==> config.mk <==
export PLATFORM = sky130hd
export DESIGN_NAME = l0_loader
export DESIGN_NICKNAME = d
export VERILOG_FILES = /design/src/rtl/l0_loader.sv
export SDC_FILE = /design/constraint.sdc
export NUM_CORES = 1
export LEC_CHECK = 0
export BUFFER_PORTS_ARGS = -buffer_cell sky130_fd_sc_hd__clkbuf_2
export CAP_MARGIN = 20
export CORE_MARGIN = 4
export CORE_UTILIZATION = 60
export CTS_CLUSTER_DIAMETER = 120
export DETAILED_ROUTE_END_ITERATION = 8
export PLACE_DENSITY = 0.94
export SLEW_MARGIN = 20
export SYNTH_ARGS = -nofsm -noshare
export SYNTH_HDL_FRONTEND = slang
export SYNTH_SLANG_ARGS = --single-unit
==> constraint.sdc <==
create_clock -name clk -period 10.86 [get_ports clk]
set_input_delay 1.629 -clock clk [delete_from_list [all_inputs] [get_ports clk]]
set_output_delay 1.629 -clock clk [all_outputs]
set_load 0.05 [all_outputs]
==> src/rtl/l0_loader.sv <==
// ---------------------------------------------------------------------------
// l0_loader
//
// Streams a contiguous block of words from a single-port SRAM into the L0
// FIFO. A load is requested with a one-cycle start pulse carrying a base
// address and a word count. Reads are issued one per cycle to the SRAM. Each
// returned word lands in a 2-entry holding buffer and is forwarded to L0
// whenever L0 has room. The number of words buffered or in flight is capped
// at two, so L0 back-pressure throttles the SRAM reads without losing data.
//
// Ports
//   clk        : clock, all state updates on the rising edge
//   reset      : synchronous, active-high reset; aborts any load in progress
//   start      : one-cycle load request, honoured only while idle
//   base_addr  : first SRAM word address of the load (latched with start)
//   len        : number of words to move, 0..2^ADDR_W (latched with start)
//   I_A        : SRAM word address
//   I_CEN      : SRAM chip enable, active-low
//   I_WEN      : SRAM write enable, active-low (held high, read-only user)
//   I_Q        : SRAM read data, valid the cycle after an I_CEN=0 cycle
//   l0_full    : L0 cannot accept a word this cycle
//   l0_wr      : L0 write strobe
//   l0_in      : L0 write data, valid with l0_wr
//   busy       : high whenever a load is in progress (any state but IDLE)
//   done       : one-cycle pulse when a load completes
// ---------------------------------------------------------------------------
module l0_loader #(
  parameter int ADDR_W = 7,
  parameter int DATA_W = 32
) (
  input  logic              clk,
  input  logic              reset,
  input  logic              start,
  input  logic [ADDR_W-1:0] base_addr,
  input  logic [ADDR_W:0]   len,
  output logic [ADDR_W-1:0] I_A,
  output logic              I_CEN,
  output logic              I_WEN,
  input  logic [DATA_W-1:0] I_Q,
  input  logic              l0_full,
  output logic              l0_wr,
  output logic [DATA_W-1:0] l0_in,
  output logic              busy,
  output logic              done
);

  typedef enum logic [1:0] {
    S_IDLE  = 2'd0,
    S_READ  = 2'd1,
    S_DRAIN = 2'd2,
    S_DONE  = 2'd3
  } state_t;

  state_t r_state;
  state_t w_state_next;

  // Load descriptor latched on an accepted start.
  logic [ADDR_W-1:0] r_base;
  logic [ADDR_W:0]   r_len;

  // Progress counters: reads issued to SRAM, words written into L0.
  logic [ADDR_W:0]   r_issued;
  logic [ADDR_W:0]   r_written;

  // A read was issued last cycle, so I_Q carries a word this cycle.
  logic              r_inflight;

  // Last address driven, so I_A stays steady on idle SRAM cycles.
  logic [ADDR_W-1:0] r_a_hold;

  // 2-entry holding buffer bookkeeping.
  logic [1:0]        r_occ;
  logic              r_wr_ptr;
  logic              r_rd_ptr;

  logic              w_push;
  logic              w_pop;
  logic              w_issue;
  logic [2:0]        w_committed;
  logic [1:0]        w_occ_next;
  logic [ADDR_W-1:0] w_addr;
  logic [ADDR_W:0]   w_issued_next;
  logic [ADDR_W:0]   w_written_next;
  logic [DATA_W-1:0] w_head;
  logic              w_accept;

  // -------------------------------------------------------------------------
  // Holding buffer storage: one register per entry, written when the
  // returning SRAM word targets that slot.
  // -------------------------------------------------------------------------
  genvar gi;
  generate
    for (gi = 0; gi < 2; gi++) begin : g_buf
      logic [DATA_W-1:0] r_entry;
      always_ff @(posedge clk) begin
        if (reset) begin
          r_entry <= '0;
        end else if (w_push && (r_wr_ptr == 1'(gi))) begin
          r_entry <= I_Q;
        end
      end
    end
  endgenerate

  assign w_head = r_rd_ptr ? g_buf[1].r_entry : g_buf[0].r_entry;

  // -------------------------------------------------------------------------
  // Datapath control
  // -------------------------------------------------------------------------
  // The word returning this cycle is exactly the one issued last cycle.
  assign w_push = r_inflight;
  assign w_pop  = (r_occ != 2'd0) && !l0_full;

  // Words that will still be held after this cycle (buffered + arriving -
  // leaving). Keeping this below two before issuing guarantees the buffer
  // has a free slot for the word that will come back next cycle.
  assign w_committed = {1'b0, r_occ} + {2'b00, r_inflight} - {2'b00, w_pop};

  assign w_issue = (r_state == S_READ) && (w_committed < 3'd2) &&
                   (r_issued < r_len);

  // Truncation to ADDR_W bits gives the wrap from the top address to 0.
  assign w_addr = r_base + r_issued[ADDR_W-1:0];

  assign w_issued_next  = r_issued  + {{ADDR_W{1'b0}}, w_issue};
  assign w_written_next = r_written + {{ADDR_W{1'b0}}, w_pop};
  assign w_occ_next     = r_occ + {1'b0, w_push} - {1'b0, w_pop};

  assign w_accept = (r_state == S_IDLE) && start;

  // -------------------------------------------------------------------------
  // FSM next state and state-derived outputs
  // -------------------------------------------------------------------------
  always_comb begin
    w_state_next = r_state;
    busy         = (r_state != S_IDLE);
    done         = 1'b0;
    case (r_state)
      S_IDLE: begin
        if (start) begin
          w_state_next = (len == '0) ? S_DONE : S_READ;
        end
      end
      S_READ: begin
        if (w_issued_next == r_len) begin
          w_state_next = S_DRAIN;
        end
      end
      S_DRAIN: begin
        // Look ahead one cycle so that done lands in the cycle right after
        // the final L0 write.
        if ((w_written_next == r_len) && (w_occ_next == 2'd0)) begin
          w_state_next = S_DONE;
        end
      end
      S_DONE: begin
        done         = 1'b1;
        w_state_next = S_IDLE;
      end
      default: begin
        w_state_next = S_IDLE;
      end
    endcase
  end

  // SRAM and L0 interface outputs.
  always_comb begin
    I_CEN = ~w_issue;
    I_WEN = 1'b1;
    I_A   = w_issue ? w_addr : r_a_hold;
    l0_wr = w_pop;
    l0_in = w_pop ? w_head : '0;
  end

  // -------------------------------------------------------------------------
  // Sequential state
  // -------------------------------------------------------------------------
  always_ff @(posedge clk) begin
    if (reset) begin
      r_state    <= S_IDLE;
      r_base     <= '0;
      r_len      <= '0;
      r_issued   <= '0;
      r_written  <= '0;
      r_inflight <= 1'b0;
      r_a_hold   <= '0;
      r_occ      <= 2'd0;
      r_wr_ptr   <= 1'b0;
      r_rd_ptr   <= 1'b0;
    end else begin
      r_state    <= w_state_next;
      r_inflight <= w_issue;
      r_occ      <= w_occ_next;
      if (w_push) begin
        r_wr_ptr <= ~r_wr_ptr;
      end
      if (w_pop) begin
        r_rd_ptr <= ~r_rd_ptr;
      end
      if (w_issue) begin
        r_a_hold <= w_addr;
      end
      if (w_accept) begin
        r_base    <= base_addr;
        r_len     <= len;
        r_issued  <= '0;
        r_written <= '0;
      end else begin
        r_issued  <= w_issued_next;
        r_written <= w_written_next;
      end
    end
  end

endmodule

# Yosys cells after proc, flatten, opt, wreduce, memory -nomap -nowiden
# Index checks and enable logic that the tools add are counted.
# totals
reg_bits	109
latchBits	0
ramBits	0
mem_bits_ro	0
word_cells	56
mem_count	0
# classes
add_sub_neg	7
multipliers	0
div_mod_pow	0
n_lt_le_gt_ge	2
eq_ne	8
shifts	0
muxes	9
n_bitwise	3
reduce_logical	15
# ops
cell	n
$mux 32	2
$add 8x1->8	2
$eq 8x8->1	2
$logic_not 8->1	1
$lt 8x8->1	1
$mux 2	4
$pmux 2 s4	1
$add 7x7->7	1
$logic_and 1x1->1	7
$mux 7	1
$eq 2x2->1 const B	2
$logic_not 2->1	2
$ne 2x2->1 const B	2
$reduce_bool 2->1	2
$add 2x1->3	1
$lt 3x2->1 const B	1
$not 1->1	3
$reduce_and 3->1	1
$sub 3x1->3	1
$add 2x1->2	1
$eq 2x1->1 const B	1
$ne 2x1->1 const B	1
$reduce_or 2->1	1
$sub 2x1->2	1
other kinds (2)	2

# Longest topological paths before layout
# logic_depth
depth_word	10
depth_mapped	22
depth_no_buf	20

# Worst setup path after synthesis
# No wires, ideal clock.
# synth_path
path_kind	in2out
start	input port l0_full
end	output port I_A[6]
arrival_ns	5.065
slack_ns	4.166
stages	14
path_buffers	2
path_cell_list	o21bai_1 -> clkbuf_1 -> inv_1 -> ha_1 -> inv_1 -> ha_1 -> fa_1 -> nor4_1 -> o21ai_0 -> a31o_2 -> clkbuf_1 -> nand2_1 -> inv_1 -> o21a_1
# synth_between
elab_chain_len	7
# synth_lines
item	line	rtl
from (decl)	40	input logic l0_full,
$logic_not 1->1	112	assign w_pop = (r_occ != 2'd0) && !l0_full;
$logic_and 1x1->1	112	
net l0_wr	41	output logic l0_wr,
$sub 3x1->3	117	assign w_committed = {1'b0, r_occ} + {2'b00, r_inflight} - {2'b00, w_pop};
net w_committed[1]	79	logic [2:0] w_committed;
$lt 3x2->1	119	assign w_issue = (r_state == S_READ) && (w_committed < 3'd2) &&
$logic_and 1x1->1 (2 in a row)	119	
net w_issue	78	logic w_issue;
$mux 7	n/a	
to (decl)	36	output logic [ADDR_W-1:0] I_A,
# The timed path passes the listed nets, and every way through them passes these cells.

# Final worst setup path
# layout_path
start	input port l0_full
end	output port I_A[4]
# layout_between
elab_chain_len	7
# layout_lines
item	line
$logic_not 1->1	112
$logic_and 1x1->1	112
$sub 3x1->3	117
net w_committed[1]	79
$lt 3x2->1	119
$logic_and 1x1->1 (2 in a row)	119
$mux 7	n/a
# The timed path passes the listed nets, and every way through them passes these cells.

==> flow_summary.toml <==
[global_route]
antenna_found_initial = 0
grt_pass1_vias = 4575
grt.overflow.total = 0
grtUsageTotal_pct = 25.4
grt_pass1_wl_um = 20900
grt_max_degree = 93

[synthesis]
synth.largest_area_cell = "dfxtp_1"
yosys-mux-area-fraction_pct = 6.13
synth_cell_types = 43
syn_area_mm2 = 0.00522
syn_nets = 726
synthCells = 649
ys.flop_type = "dfxtp_1"
synth_seq_cells = 109
ys_top_cells_by_area = "dfxtp_1 42%, nand2_1 12%, a21oi_1 8.6%"
synth_top_family_by_area = "simple AND/OR/NAND/NOR gates"
synth_area_per_cell_um2 = 8.05
yosys-top-cells-count = "168 x nand2_1, 109 x dfxtp_1, 90 x a21oi_1, 47 x nor2_1, 37 x clkbuf_1"
yosys_warnings = 0
synth_xor_area_share_pct = 7.21
synth-simple-area-share_pct = 20.8
async_flop_share_pct = 0
synth_edf_count = 0
yosys.cell_count.top_type = "nand2_1"
synthAdderAreaFrac_pct = 6.52
synth-compound-area-share_pct = 12.7
yosys.area.top_type_share_pct = 41.8
yosysSeqAreaShare_pct = 41.8

[sta]
period_share_pct = 62.0
drv_slew = 0
relSlewSlack_pct = 28.8
rsz0062_at_grt = "false"
fmax_mhz = 149
finalClockSkew_ns = 0.0249
tightest_slew_ns = 1.07
min_period_ns = 6.73
tns_ns = 0
setup_viol = 0
hold_violations = 0

[setup_path]
endpoint_kind = "output port"
path_buf_inv = 5
crit_required_ns = 9.23
critPathMaxFanout = 34
setup.worst_path.class = "in2out"
crit_chain = "clkbuf_2 -> o21bai_2 -> buf_4 -> inv_1 -> ha_1 -> inv_1 -> ha_1 -> fa_1 -> nor4_1 -> o21ai_0 -> a211o_1 -> a211o_1 -> nand2_1 -> clkbuf_2"
r2r_start = "r_occ[1]"
ff2ff_setup_slack_ns = 5.49
critPathMaxStageDelay_ns = 0.47
cp-start-kind = "input port"
startpoint = "l0_full"
slowest_stage = "fa_1"
crit_arrival_ns = 5.10
cp_top_family = "compound AO/OA/AOI/OAI gates"

[die]
start_util_pct = 62.6
die_y_um = 101
ioPinCount = 95
row_count = 33
core_mm2 = 0.00834
dieArea_mm2 = 0.0103
die_w_um = 101

[routing]
ant_nets = 0
drtIter0Drc = 282
post_drt_wl_per_cell_um = 15.5
firstDrtPassIters = 6
wirelength_um = 12800
vias = 4662
drc = 0
avgViaCountPerCell = 5.63

[placement]
port_buffers = 93
placed_cells = 812
dp_hpwl_um = 9080
gp_congestion = 0.893

[cts]
h-tree-depth = 3
cts_max_path_buffers = 2
root_buffer = "clkbuf_8"
path_clk_slew_ns = 0.12
postCtsSetupBuffers = 0
clock_latency_ns = 0.39
cts.sinks = 109
postCtsHoldBufs = 0
ctsResizeCount = 0
numCtsBuffers = 9
cts_tree = "built"

[pwr]
p_leak_nw = 2.36
ir_worst_vdd_mv = 0.121
p_per_area_mw_per_mm2 = 197

[cells_and_area]
area_delta_synth_final_pct = 13.4
multiInputGateArea_mm2 = 0.00280
nets = 795
seqCellArea_mm2 = 0.00218
layout.cells.non_filler = 828
fin_util_pct = 71.0
n_antenna_cell = 0
fill_cells = 599
layout-drive-gt1-share_pct = 17.4

[outcome]
status = "complete, no violations"

[worst_hold_path]
hp-start = "g_buf[1].r_entry[2]"
hp-class = "reg2reg"

[run]
max_cap_violations = 0
==> worst paths after layout <==
path	to	cells after the start
setup reg to reg	r_state[1]	20
setup / recovery	I_A[4]	14
hold reg to reg	g_buf[1].r_entry[2]	2
hold / removal	g_buf[1].r_entry[2]	2
==> sequential cells by signal, indices dropped and copies added (netlist names) <==
signal         cells
r_occ              2
r_issued           8
r_wr_ptr           1
r_written          8
r_len              8
r_state            2
r_rd_ptr           1
r_inflight         1
r_base             7
g_buf.r_entry     64
r_a_hold           7
==> stage by stage <==
step           hold WS, ns  total power [mW]  instance area, um2  setup WS [ns]
2_1_floorplan        0.436             0.814                5220           4.17
3_3_place_gp         0.441             0.894                5700           4.31
3_5_place_dp         0.446             0.915                5700           4.15
4_1_cts              0.463              1.17                5920           4.17
5_1_grt              0.480              1.23                5920           4.01
6_report             0.462              1.17                5920           4.13
==> where the power goes <==
part	internal, mW	switching (mW)
Combinational	0.151	0.255
Clock	0.0951	0.159
Sequential	0.448	0.0591
Total	0.694	0.474
==> tightest hold or removal path, cell delays in order, from the launching register on <==
cell,delay [ns]
dfxtp_1,0.33
nand2_1,0.05
a21oi_1,0.05
==> kinds of logic after synthesis <==
kind of cell / after synthesis
adder cells (fa/ha/maj): 26
AND/OR/NAND/NOR: 260
other: 1
XOR/XNOR: 39
flip-flops: 109
buffers and inverters: 64
multiplexers: 32
AO/OA/AOI/OAI: 118
==> area by class of cell <==
cell class | instances | area share [%]
clock buffers | 9 | 2.09
clock inverters | 7 | 1.59
inverters | 25 | 1.59
multi-input cells | 476 | 47.3
flip-flops and latches | 109 | 36.9
well taps | 105 | 2.22
repair buffers | 97 | 8.37
==> metal layers <==
layer / vias up / global-route usage [%] / wire length, um
li1: 2270 / - / -
met4: 0 / 9.41 / 316
met1: 2164 / 31.1 / 5070
met3: 33 / 5.92 / 1000
met5: - / 0 / 0
met2: 195 / 43.6 / 6430
==> placed cells by master (no fill, tap or decap), types with 2 or more instances in the layout <==
cell      instances
and3_4            2
dfxtp_1         108
o21a_1            2
a21oi_1          90
ha_1             24
nor2b_1           4
a211o_1           2
buf_4             4
nand3_1          13
mux2i_1          32
fa_1              2
xnor3_1           2
xor2_1           13
clkbuf_8          9
a21o_1            4
inv_1            25
clkbuf_2         93
clkinv_8          3
nor2_1           47
nand2_1         167
a31oi_1           3
and3_1            8
nand2b_1          4
xnor2_1          23
nor3b_1           2
o21ai_0           8
nor4_1            5
(Power assumes the default switching activity.)
